$ cat src/rtl/muldiv_seq.sv
// muldiv_seq: iterative multiply/divide sequencer beside the EX-stage ALU.
// Executes mult/multu/div/divu in WIDTH+1 cycles (WIDTH iteration steps plus
// one sign-fix cycle), holds the HI/LO registers, accepts mthi/mtlo writes and
// stalls the pipeline while an operation is in flight.
// Optional build macro: MULDIV_DIV0_FLAG_EN (registered divide-by-zero flag).
module muldiv_seq #(
  parameter int WIDTH = 32,
  parameter int CNT_W = 6
) (
  input  logic             clk,
  input  logic             rst,
  input  logic             start,
  input  logic [1:0]       op,
  input  logic [WIDTH-1:0] a,
  input  logic [WIDTH-1:0] b,
  input  logic             flush,
  input  logic             hi_we,
  input  logic             lo_we,
  input  logic [WIDTH-1:0] wdata,
  output logic             stall,
  output logic             busy,
  output logic             done,
  output logic [WIDTH-1:0] hi,
  output logic [WIDTH-1:0] lo,
  output logic             div0
);

  typedef enum logic [1:0] {IDLE, CALC, FIX} state_t;

  state_t           state, state_next;
  logic [CNT_W-1:0] cnt;
  // Shared datapath: multiply uses acc = running upper product, low = multiplier
  // shifting out / product low half shifting in, opnd = multiplicand.
  // Divide uses acc = partial remainder, low = dividend / quotient, opnd = divisor.
  logic [WIDTH-1:0] acc, low, opnd;
  logic             is_div, neg_lo, neg_hi, b_zero;

  logic             accept, last_step, signed_op, a_neg, b_neg;
  logic [WIDTH-1:0] a_mag, b_mag;
  logic [WIDTH:0]   mul_sum, div_shift, div_diff;
  logic [2*WIDTH-1:0] prod, prod_fix;
  logic [WIDTH-1:0] quo_fix, rem_fix;

  // A start in the done cycle is the retiring instruction, so it is ignored.
  assign accept    = (state == IDLE) & start & ~flush & ~done;
  assign last_step = (cnt == CNT_W'(WIDTH - 1));

  // Signed ops run on magnitudes; the signs are reapplied in FIX.
  assign signed_op = ~op[0];
  assign a_neg     = signed_op & a[WIDTH-1];
  assign b_neg     = signed_op & b[WIDTH-1];
  assign a_mag     = a_neg ? -a : a;
  assign b_mag     = b_neg ? -b : b;

  // One shift-add multiply step and one restoring-divide step.
  assign mul_sum   = {1'b0, acc} + (low[0] ? {1'b0, opnd} : {(WIDTH+1){1'b0}});
  assign div_shift = {acc, low[WIDTH-1]};
  assign div_diff  = div_shift - {1'b0, opnd};

  // Sign correction. A zero divisor leaves rem = |a|, so the remainder fix
  // restores the original dividend; the quotient is forced to all ones.
  assign prod      = {acc, low};
  assign prod_fix  = neg_lo ? -prod : prod;
  assign quo_fix   = b_zero ? {WIDTH{1'b1}} : (neg_lo ? -low : low);
  assign rem_fix   = neg_hi ? -acc : acc;

  // State register.
  always_ff @(posedge clk or posedge rst) begin
    if (rst) state <= IDLE;
    else     state <= state_next;
  end

  // Next-state logic and pipeline handshake outputs.
  always_comb begin
    state_next = state;
    busy       = (state != IDLE);
    stall      = (state != IDLE) | (start & (state == IDLE) & ~done);
    case (state)
      IDLE: if (accept) state_next = CALC;
      CALC: begin
        if (flush)          state_next = IDLE;
        else if (last_step) state_next = FIX;
      end
      FIX:     state_next = IDLE;
      default: state_next = IDLE;
    endcase
  end

  // Datapath, iteration counter and HI/LO architectural registers.
  always_ff @(posedge clk or posedge rst) begin
    if (rst) begin
      cnt    <= '0;
      acc    <= '0;
      low    <= '0;
      opnd   <= '0;
      is_div <= 1'b0;
      neg_lo <= 1'b0;
      neg_hi <= 1'b0;
      b_zero <= 1'b0;
      done   <= 1'b0;
      hi     <= '0;
      lo     <= '0;
    end else begin
      done <= 1'b0;
      // mthi/mtlo land in any state but FIX, where the result owns HI/LO.
      if (state != FIX) begin
        if (hi_we) hi <= wdata;
        if (lo_we) lo <= wdata;
      end
      case (state)
        IDLE: begin
          if (accept) begin
            cnt    <= '0;
            acc    <= '0;
            is_div <= op[1];
            low    <= op[1] ? a_mag : b_mag;
            opnd   <= op[1] ? b_mag : a_mag;
            neg_lo <= a_neg ^ b_neg;
            neg_hi <= a_neg;
            b_zero <= (b == '0);
          end
        end
        CALC: begin
          cnt <= cnt + 1'b1;
          if (is_div) begin
            if (!div_diff[WIDTH]) begin
              acc <= div_diff[WIDTH-1:0];
              low <= {low[WIDTH-2:0], 1'b1};
            end else begin
              acc <= div_shift[WIDTH-1:0];
              low <= {low[WIDTH-2:0], 1'b0};
            end
          end else begin
            acc <= mul_sum[WIDTH:1];
            low <= {mul_sum[0], low[WIDTH-1:1]};
          end
        end
        FIX: begin
          if (!flush) begin
            done <= 1'b1;
            if (is_div) begin
              hi <= rem_fix;
              lo <= quo_fix;
            end else begin
              {hi, lo} <= prod_fix;
            end
          end
        end
        default: ;
      endcase
    end
  end

`ifdef MULDIV_DIV0_FLAG_EN
  // Sticky divide-by-zero flag: set with done, cleared by the next accepted start.
  always_ff @(posedge clk or posedge rst) begin
    if (rst)
      div0 <= 1'b0;
    else if (accept)
      div0 <= 1'b0;
    else if ((state == FIX) && !flush && is_div && b_zero)
      div0 <= 1'b1;
  end
`else
  assign div0 = 1'b0;
`endif

endmodule
$ cat config.mk
export PLATFORM = sky130hd
export DESIGN_NAME = muldiv_seq
export DESIGN_NICKNAME = d
export VERILOG_FILES = /design/src/rtl/muldiv_seq.sv
export SDC_FILE = /design/constraint.sdc
export NUM_CORES = 1
export LEC_CHECK = 0
export BUFFER_PORTS_ARGS = -buffer_cell sky130_fd_sc_hd__buf_2
export CORE_ASPECT_RATIO = 1.2
export CORE_UTILIZATION = 43
export DETAILED_ROUTE_END_ITERATION = 10
export MAX_ROUTING_LAYER = met4
export PLACE_DENSITY = 0.68
export SYNTH_ARGS = -nofsm -noshare
export SYNTH_HDL_FRONTEND = slang
export SYNTH_SLANG_ARGS = --single-unit
$ cat constraint.sdc
create_clock -name clk -period 4.7 [get_ports clk]
set_input_delay 0 -clock clk [delete_from_list [all_inputs] [get_ports clk]]
set_output_delay 0 -clock clk [all_outputs]
set_load 0.01 [all_outputs]
Yosys cells after proc, flatten, opt, wreduce, memory -nomap -nowiden
Cells that the tools add are included.

Add/subtract/negate cells: 8. Equal/unequal tests: 6. Mux-type cells: 35. Bitwise gates (word level): 11. Reductions and logical operators: 7.

Operator list (count): two-way mux 32 bit (23); negation 32 bit (4); one-hot mux 32 bit (2 select lines) (2); two-way mux 64 bit (1); negation 64 bit (1); adder 32 x 32 -> 33 bit (1); subtractor 33 x 32 -> 33 bit (1); logical NOT 32 bit (1); one-hot mux 6 bit (2 select lines) (1); adder 6 x 1 -> 6 bit (second input constant) (1); AND 1 bit (6); equality test 6 x 5 -> 1 bit (second input constant) (1); two-way mux 2 bit (3); two-way mux 6 bit (1); AND reduction 2 bit (3); != test 2 bit (second input constant) (2); one-hot mux 2 bit (2 select lines) (1); nonzero test 2 bit (2); two-way mux 1 bit (3); != test 3 bit (second input constant) (1); NOT 1 bit (3); equality test 2 x 1 -> 1 bit (second input constant) (1); equality test 2 bit (second input constant) (1); logical NOT 2 bit (1); other kinds (2) (2).

Register bits after elaboration: 173. Bits of input ports: 104. Output and inout port bits: 68. Word-level logic and storage cells: 79.

Logic depth before layout (Yosys ltp)
Gate-level depths: netlist (run 1).

Word-level depth: 6. Mapped depth: 14. Mapped depth without buffers: 13.

Worst setup path before layout (run 1)
Ideal clock, no wire load.

Kind: register -> register. From: register low[0]. To: register acc[25]. Setup time: 0.136 ns. Arrival: 3.145 ns. Data required time: 4.564 ns. Setup slack: 1.419 ns. Cell stages (with the launch flop): 14. Path buffers: 1. Period minus slack after synthesis: 3.281 ns. Cell sequence: dfrtp_1 -> inv_1 -> clkbuf_1 -> nor2_1 -> ha_1 -> a21oi_1 -> nand2_1 -> a211o_1 -> o211a_1 -> o41ai_1 -> o21ai_0 -> xor2_1 -> a221oi_1 -> o21ai_0.

Cells in the longest elaborated chain, start to end: 4.

RTL lines: from (decl) (line 35) `logic [WIDTH-1:0] acc, low, opnd;`; from (signal assigned) (line 116) `low <= op[1] ? a_mag : b_mag;`; from (signal assigned) (line 128) `low <= {low[WIDTH-2:0], 1'b1};`; from (signal assigned) (line 131) `low <= {low[WIDTH-2:0], 1'b0};`; two-way mux 32 bit (line 56) `assign mul_sum = {1'b0, acc} + (low[0] ? {1'b0, opnd} : {(WIDTH+1){1'b0}});`; adder 32 x 32 -> 33 bit (line 56); two-way mux 32 bit (line 125) `if (is_div) begin`; one-hot mux 32 bit (2 select lines) (line 110) `case (state)`; to (signal assigned) (line 127) `acc <= div_diff[WIDTH-1:0];`; to (signal assigned) (line 130) `acc <= div_shift[WIDTH-1:0];`; to (signal assigned) (line 134) `acc <= mul_sum[WIDTH:1];`; to (decl) (line 35).

Every way passes these cells. A chain may end at the register's enable or synchronous reset.

Worst setup path in the final report (run 1)
From: register low[0]. To: register acc[29].

The elaborated chain is that of the path after synthesis.

==> results of run 1 <==
-- cell type report --
class | instances | area [um2]
repair buffers | 236 | 1470
fillers | 3303 | 17000
clock inverters | 12 | 123
clock buffers | 20 | 457
inverters | 78 | 298
flip-flops and latches | 173 | 4330
multi-input cells | 1524 | 9950
well taps | 456 | 571
-- Yosys cell counts, drive strengths merged (10+ instances only) --
library cell,number
a211oi,45
a21o,30
a21oi,154
a22oi,18
a31oi,21
a32oi,29
and3,11
buf,24
clkbuf,87
dfrtp,173
ha,69
inv,78
mux2,23
mux2i,61
nand2,214
nand2b,21
nand3,26
nand4,11
nor2,169
nor2b,20
nor3,40
nor4,19
o211ai,21
o21a,10
o21ai,166
o221ai,12
o31ai,28
o41ai,15
or3,17
or4,10
xnor2,73
xor2,96
-- cells by family after synthesis --
logic type,synth area share
flops,0.289
other cells,0.000251
simple gates,0.185
fa+ha+maj,0.0604
buf+inv,0.0488
compound gates,0.259
mux,0.0581
xor+xnor,0.0990
-- per-layer routing --
layer	wire [um]	vias to the layer above
li1	-	7138
met1	22300	7212
met2	23600	700
met3	3670	122
met4	2790	0
met5	0	-
-- power by group through the flow --
stage,Clock (W),Sequential [W],Combinational [W]
finish,0.00143,0.00255,0.00527
floorplan,0,0.00224,0.00386
global placement,0,0.00254,0.00509
detailed placement,0,0.00255,0.00513
global route,0.00149,0.00260,0.00576
CTS,0.00145,0.00252,0.00519
-- metrics by stage --
step	instances	power [W]	util	hold slack (ps)	setup slack (ps)
6_report	2499	0.00925	0.503	10.2	826
5_1_grt	2499	0.00986	0.503	35.5	526
4_1_cts	2499	0.00916	0.503	0.742	835
3_5_place_dp	2423	0.00768	0.474	247	874
3_3_place_gp	2423	0.00762	0.474	253	1030
2_1_floorplan	1886	0.00609	-	72.4	11.5
-- flip-flops by register name (all words and copies together) (netlist names) --
register and cells:
acc 32, b_zero 1, cnt 6, done 1
hi 32, is_div 1, lo 32, low 32
neg_hi 1, neg_lo 1, opnd 32, state 2
-- worst max-delay path, stage by stage (launching register included) --
cell and delay, ps:
dfrtp_1 460, inv_1 330, buf_4 330, nor2_1 70
ha_1 350, nand4_1 120, a2111oi_0 770, nor2_1 230
o2111ai_1 390, nand2_1 140, nand4b_1 200, a31o_2 210
o31ai_1 180
-- final timing paths --
path	slack (ps)	end	startpoint	cells after the start
min	10	opnd[15]	b[15]	4
max	830	acc[29]	low[0]	12
min reg2reg	480	opnd[2]	opnd[2]	2
max reg2reg	830	acc[29]	low[0]	12
max in group asynchronous	3450	is_div	rst	4
min in group asynchronous	300	lo[10]	rst	3
==> results.md, run 1 <==
* Status: finished clean
* DR vias at 15,200
* Post-layout min period at 3870 ps
* Most frequent cells in the layout: nand2_1 (214), dfrtp_1 (172), buf_2 (170)
* Met1 track demand over resource at 0.393
* CTS tree: built
* Area after DPL at approximately 16,000 um2
* Final Cell Area at 17,200 um2
* Net Count, Synth at between 2,000 and 2,500
* H-tree levels at 4
* FFs w/ async S/R, synth at 1.00
* Fin crit share at 0.824
* Area Growth Syn to Fin at 15.0%
* Final TNS setup at 0 ps
* Int Pwr at 0.00466 W
* Die area at 35,500 um2
* Number of global-route vias before repair at roughly 14,000
* Met3 Use GR at 0.0375
* Post-synth top flop: dfrtp_1
* Critical path class: flop to flop
* Slew Viols, Final at 0
* Worst Skew at 16.4 ps
* Residual DRC at 0
* Most common cell after layout, fill and taps aside: nand2_1
* Final WL at around 52,000 um
* Total global routing overflow at 0
* Final HPWL DP at about 40,000 um
* Netlist Area Pre-Place at about 15,000 um2
* Syn Area/Cell at 7.93 um2
* # diodes at 0
* Peak supply drop at 0.000295 V
* Layout cells sized above 1 at 0.140
* Post_cts resized at 0
* Core Region at around 34,000 um2
* Synth cell types at 79
* Crit-path max FO at 22
* Critical path launch point type: flop
* First-pass GRT wire length at 80,000 um
* Yosys Warn Count at 0
* Final ANT Viol Nets at 0
* Pwr dens at 538 nW/um2
* Chip Height at 206 um
* Drt first pass iters at 5
* Clock power share at 0.155
* Slew @ Worst Pin at 1150 ps
* Max Cap Viol at 0
* RSZ-0062 raised after global routing: false
* NetSw at about 0.0046 W
* Area leader, netlist: dfrtp_1
* WP data required at 5060 ps
* Sequential cell area fraction in the yosys report at 0.289
* Initial antenna violation count at 2
* Final setup violation count at 0
* Post-synth EDFFs at 0
* Routability Congestion at 1.05
* Vias per inst at about 6.1
* Clk sinks at 173
* Max Freq at around 260 MHz
* Mapped Cells at 1,886
* Initial core utilization at 0.438
* Sequential power share at 0.276
* CTS Buffer Depth at 2
* CTS buffer count at 17
* Relative slew slack at 0.233
* Gr busiest metal: met2
* Die X at about 170 um
* Iter 0 DRT Violations at 1,530
* Top cell type's share of synthesized area at 0.289
* Io pins at 172
* Hold_buf cts at 44
* Total track usage at 0.305
* Met2 Use GR at 0.468
* Clk pin slew, worst setup/hold paths at 70 ps
* Largest net degree at the start of global routing at 96
* CTS root buffer: clkbuf_16
* I/O Buffers at 170
* Std cell rows at 74
* Area contributors post-synth: dfrtp_1 (29%), ha_1 (5.8%), xor2_1 (5.6%)
* Post-CTS setup buffers at 0
* Switching share of total power at 0.496
* Leakage dissipation at 7.58 nW
* Final hold violation count at 0
* Critical Path Sink Type: flop
* Hold WC Path Type: primary input to flop
* Routed WL per cell at 21.0 um
* Nets at between 2,000 and 2,500
* WP data arrival at around 4200 ps
* Clk Latency, worst-skew pair at 450 ps
* Gate power share at 0.570
* Number of synthesized register bits at 173
Note: power is estimated with default switching activity, not from simulation.
==> run 2: changes to the inputs <==
- PLACE_DENSITY: 0.68 -> 0.66
- clock period: 4.7 -> 3.9 ns (I/O delays scaled with it)
==> results.md, run 2 (synthesized netlist as in run 1, its figures left out) <==
* Pwr dens at 664 nW/um2 (was 538 nW/um2)
* Max Freq at 274 MHz (was 258 MHz)
* Relative slew slack at 0.301 (was 0.233)
* Total track usage at 0.323 (was 0.305)
* CTS buffer count at 17 (unchanged)
* Initial core utilization at 0.438 (unchanged)
* WP data arrival at 4020 ps (was 4230 ps)
* Initial antenna violation count at 0 (was 2)
* Clk sinks at 173 (unchanged)
* CTS Buffer Depth at 2 (unchanged)
* Io pins at 172 (unchanged)
* Final hold violation count at 0 (unchanged)
* Hold Path End: opnd[0] (was opnd[15])
* I/O Buffers at 170 (unchanged)
* R2r setup slk at 250 ps (was 830 ps)
* Total global routing overflow at 0 (unchanged)
* Fin util at 0.514 (was 0.503)
* Leakage dissipation at 7.80 nW (was 7.58 nW)
* Most common cell after layout, fill and taps aside: nand2_1 (unchanged)
* Die X at 172 um (unchanged)
* Hold path depth at 3 (was 4)
* First-pass GRT wire length at 83,600 um (was 80,000 um)
* CTS root buffer: clkbuf_16 (unchanged)
* Core Region at 34,200 um2 (unchanged)
* RSZ-0062 raised after global routing: false (unchanged)
* Fin crit share at 0.937 (was 0.824)
* Clk pin slew, worst setup/hold paths at 80 ps (was 70 ps)
* Layout cells sized above 1 at 0.158 (was 0.140)
* Nets at 2,249 (was 2,205)
* Worst R2R Start: low[0] (unchanged)
* Vias per inst at 6.01 (was 6.07)
* Slew Viols, Final at 0 (unchanged)
* Chip Height at 206 um (unchanged)
* Final TNS setup at 0 ps (unchanged)
* Number of global-route vias before repair at 14,400 (was 14,100)
* Layout fillers at 3,340 (was 3,303)
* Most frequent cells in the layout: nand2_1 (214), dfrtp_1 (172), buf_2 (170) (unchanged)
* Routed WL per cell at 21.9 um (was 21.0 um)
* Slew @ Worst Pin at 1050 ps (was 1150 ps)
* CTS tree: built (unchanged)
* Drt first pass iters at 6 (was 5)
* Peak supply drop at 0.000401 V (was 0.000295 V)
* Area Growth Syn to Fin at 17.4% (was 15.0%)
* Die area at 35,500 um2 (unchanged)
* Largest net degree at the start of global routing at 92 (was 96)
* Hold WC Path Type: primary input to flop (unchanged)
* Worst Skew at 12.9 ps (was 16.4 ps)
* Worst r2r dst: acc[29] (unchanged)
* Max Cap Viol at 0 (unchanged)
* Iter 0 DRT Violations at 1,409 (was 1,530)
* Post-layout min period at 3650 ps (was 3870 ps)
* Critical path class: flop to flop (unchanged)
* Std cell rows at 74 (unchanged)
* DR vias at 15,300 (was 15,200)
* Final ANT Viol Nets at 0 (unchanged)
* Final WL at 55,700 um (was 52,400 um)
* Residual DRC at 0 (unchanged)
* Final HPWL DP at 42,600 um (was 39,900 um)
* Crit-path max FO at 7 (was 22)
* Critical Path Sink Type: flop (unchanged)
* Status: finished clean (unchanged)
* HP Start: b[0] (was b[15])
* H-tree levels at 4 (unchanged)
* Final setup violation count at 0 (unchanged)
* Routability Congestion at 1.02 (was 1.05)
* Clk Latency, worst-skew pair at 460 ps (was 450 ps)
* Critical path launch point type: flop (unchanged)
* FF-to-FF path depth at 14 (was 12)
* WP data required at 4270 ps (was 5060 ps)
-- run 2: worst max path at each step --
| stage | slack [ps] | to | from |
|---|---|---|---|
| after floorplan | 620 | acc[25] | low[0] |
| after global placement | 350 | acc[29] | low[0] |
| after detailed placement | 140 | acc[29] | low[0] |
| after CTS | 110 | acc[29] | low[0] |
| after global routing | 20 | acc[31] | low[0] |
| final | 250 | acc[29] | low[0] |
-- run 2: per-stage QoR --
| stage | power, W | hold WS (ps) | setup slack [ps] | area, um2 | std cells |
|---|---|---|---|---|---|
| floorplan | 0.00734 | 72.4 | 619 | 15000 | 1886 |
| detailed placement | 0.00967 | 270 | 140 | 16500 | 2464 |
| global placement | 0.00962 | 265 | 353 | 16500 | 2464 |
| finish | 0.0117 | 14.0 | 245 | 17600 | 2543 |
| global route | 0.0124 | 17.1 | 21.2 | 17600 | 2542 |
| CTS | 0.0115 | 2.52 | 106 | 17500 | 2539 |
-- run 2: what timing repair did --
action                     in CTS  in global routing
hold endpoints to repair      111                  0
hold buffers                   44                  0
buffers inserted                0                  3
resized for setup               0                  2
setup endpoints to repair       0                  5
-- run 2: critical path: stages (launching register included) --
cell and delay [ps]:
dfrtp_1 500, and2_1 180, ha_1 200, inv_1 70, fa_1 390, nand2b_1 170, a21o_1 220, a2111oi_1 430
buf_4 200, nor2_1 70, o2111ai_1 420, nand2_1 140, nand4b_1 200, a31o_2 220, o31ai_1 180
-- run 2: routing by layer --
metal  global-route usage  vias to the layer above  share of wire
li1                     -                     7229              -
met1                0.404                     7285           0.43
met2                0.501                      624           0.46
met3               0.0425                      145          0.057
met4                0.180                        0          0.057
met5                    -                        -              0
-- run 2: power by group --
group / switching, W / leakage, nW / total [W] / internal [W]
sequential: 0.000575 / 2.11 / 0.00279 / 0.00222
combinational: 0.00433 / 5.41 / 0.00712 / 0.00279
clock: 0.000898 / 0.278 / 0.00175 / 0.000854
-- run 2: layout make-up --
class / instances / area, um2 / area share
diodes: 1 / 2.50 / 0.000143
clock buffers: 17 / 425 / 0.0242
clock inverters: 14 / 155 / 0.00884
inverters: 78 / 300 / 0.0171
multi-input cells: 1524 / 9950 / 0.567
flip-flops and latches: 173 / 4330 / 0.247
well taps: 456 / 571 / 0.0325
repair buffers: 280 / 1820 / 0.104
==> run 3: changes to the inputs <==
- PLACE_DENSITY: 0.66 -> 0.69
==> results.md, run 3 (synthesized netlist as in run 1, its figures left out) <==
* Status: finished clean (unchanged)
* CTS buffer count at 17 (unchanged)
* Relative slew slack at 0.225 (was 0.301)
* Slew Viols, Final at 0 (unchanged)
* NetSw at 0.00570 W (was 0.00580 W)
* Peak supply drop at 0.000483 V (was 0.000401 V)
* Most common cell after layout, fill and taps aside: nand2_1 (unchanged)
* Final WL at 54,200 um (was 55,700 um)
* WP data arrival at 4010 ps (was 4020 ps)
* Std cell rows at 74 (unchanged)
* Vias per inst at 6.08 (was 6.01)
* Core Region at 34,200 um2 (unchanged)
* CTS tree: built (unchanged)
* Initial core utilization at 0.438 (unchanged)
* Area Growth Syn to Fin at 16.6% (was 17.4%)
* Chip Height at 206 um (unchanged)
* Final hold violation count at 0 (unchanged)
* Critical path launch point type: flop (unchanged)
* Iter 0 DRT Violations at 1,381 (was 1,409)
* Clk Latency, worst-skew pair at 460 ps (about the same)
* Io pins at 172 (unchanged)
* Nets at 2,232 (was 2,249)
* Layout fillers at 3,270 (was 3,340)
* Placed cell count at 2,453 (was 2,464)
* CTS Buffer Depth at 2 (unchanged)
* Footprint of the multi-input gates at 9960 um2 (was 9950 um2)
* Worst path cell trace: and2_1 > ha_1 > inv_1 > fa_1 > nand2b_1 > a21o_1 > a2111oi_0 > buf_4 > nor2_1 > o2111ai_1 > nand2_1 > nand4b_1 > a31o_2 > o31ai_1 (was and2_1 > ha_1 > inv_1 > fa_1 > nand2b_1 > a21o_1 > a2111oi_1 > buf_4 > nor2_1 > o2111ai_1 > nand2_1 > nand4b_1 > a31o_2 > o31ai_1)
* Largest stage delay, worst path at 500 ps (about the same)
* Largest net degree at the start of global routing at 106 (was 92)
* Clk sinks at 173 (unchanged)
* # diodes at 0 (was 1)
* Hold WC Path Type: primary input to flop (unchanged)
* Clock power share at 0.154 (was 0.150)
* Die area at 35,500 um2 (unchanged)
* Worst Skew at 17.3 ps (was 12.9 ps)
* Layout cells sized above 1 at 0.154 (was 0.158)
* Switching share of total power at 0.496 (was 0.498)
* Final HPWL DP at 41,300 um (was 42,600 um)
* Final setup violation count at 0 (unchanged)
* Routed WL per cell at 21.5 um (was 21.9 um)
* Residual DRC at 0 (unchanged)
* Routability Congestion at 0.989 (was 1.02)
* Total global routing overflow at 0 (unchanged)
* Final ANT Viol Nets at 0 (unchanged)
* Initial antenna violation count at 0 (unchanged)
* Worst path top cell family by delay: compound AO/OA/AOI/OAI gates (unchanged)
* Fin crit share at 0.935 (was 0.937)
* Most frequent cells in the layout: nand2_1 (214), dfrtp_1 (172), buf_2 (170) (unchanged)
* First-pass GRT wire length at 81,400 um (was 83,600 um)
* RSZ-0062 raised after global routing: false (unchanged)
* Post-layout min period at 3650 ps (about the same)
* DR vias at 15,400 (was 15,300)
* Buffers & Inverters on Critical Path at 2 (unchanged)
* Max Freq at 274 MHz (about the same)
* Final TNS setup at 0 ps (unchanged)
* Slew @ Worst Pin at 1160 ps (was 1050 ps)
* Drt first pass iters at 6 (unchanged)
* WP data required at 4260 ps (was 4270 ps)
* Sequential power share at 0.246 (was 0.240)
* Critical path class: flop to flop (unchanged)
* Total track usage at 0.313 (was 0.323)
* Max Cap Viol at 0 (unchanged)
* Slowest stage cell on the critical path: dfrtp_1 (unchanged)
* Pwr dens at 660 nW/um2 (was 664 nW/um2)
* Final hold slack at 18.3 ps (was 14.0 ps)
* I/O Buffers at 170 (unchanged)
* Critical Path Sink Type: flop (unchanged)
* Die X at 172 um (unchanged)
* Non-Filler Instances at 2,526 (was 2,543)
* H-tree levels at 4 (unchanged)
* Gate power share at 0.600 (was 0.610)
* Register area at 4330 um2 (unchanged)
* CTS root buffer: clkbuf_16 (unchanged)
* Number of global-route vias before repair at 14,300 (was 14,400)
* Fin util at 0.510 (was 0.514)
* Int Pwr at 0.00580 W (was 0.00586 W)
* Crit-path max FO at 7 (unchanged)
* Clk pin slew, worst setup/hold paths at 90 ps (was 80 ps)
* Leakage dissipation at 7.72 nW (was 7.80 nW)
[run 3: tightest hold or removal path, cell delays in order]
cell       delay, ps
buf_2            110
xnor2_1          130
o21ai_0           80
a2bb2oi_1        130
[run 3: repair_timing]
item	4_1_cts	5_1_grt
gates resized for setup	0	2
endpoints found under the setup margin	0	1
setup buffers	0	0
hold buffers	41	0
endpoints found under the hold margin	173	0
[run 3: layout make-up]
| type | count | area share |
|---|---|---|
| well taps | 456 | 0.0327 |
| multi-input cells | 1524 | 0.571 |
| clock inverters | 14 | 0.00933 |
| flip-flops and latches | 173 | 0.248 |
| clock buffers | 18 | 0.0252 |
| repair buffers | 263 | 0.0961 |
| inverters | 78 | 0.0172 |
[run 3: routing by layer]
layer,share of wire,vias up,track usage,wire [um]
met5,0,-,-,0
met4,0.061,0,0.186,3300
met3,0.062,152,0.0427,3360
met2,0.46,663,0.497,25100
met1,0.41,7362,0.376,22400
li1,-,7182,-,-
[run 3: power groups by stage]
| stage | logic, W | clock network [W] | registers, W |
|---|---|---|---|
| 4_1_cts | 0.00674 | 0.00178 | 0.00280 |
| 3_3_place_gp | 0.00664 | 0 | 0.00282 |
| 3_5_place_dp | 0.00668 | 0 | 0.00284 |
| 6_report | 0.00690 | 0.00178 | 0.00283 |
| 2_1_floorplan | 0.00465 | 0 | 0.00270 |
| 5_1_grt | 0.00750 | 0.00185 | 0.00288 |
[run 3: per-stage QoR]
stage / power (W) / setup slack [ps] / area (um2)
after CTS: 0.0113 / 197 / 17400
after floorplan: 0.00734 / 619 / 15000
after global placement: 0.00946 / 386 / 16400
final: 0.0115 / 255 / 17400
after global routing: 0.0122 / 19.4 / 17400
after detailed placement: 0.00952 / 213 / 16400
[run 3: worst paths after layout]
path | from | to | slack, ps | cells past startpoint
worst max-delay path | low[0] | acc[29] | 250 | 14
worst min-delay path | b[26] | opnd[26] | 20 | 4
worst max register to register | low[0] | acc[29] | 250 | 14
worst min register to register | opnd[2] | opnd[2] | 490 | 2
max in group asynchronous | rst | acc[12] | 2620 | 5
min in group asynchronous | rst | lo[8] | 240 | 4
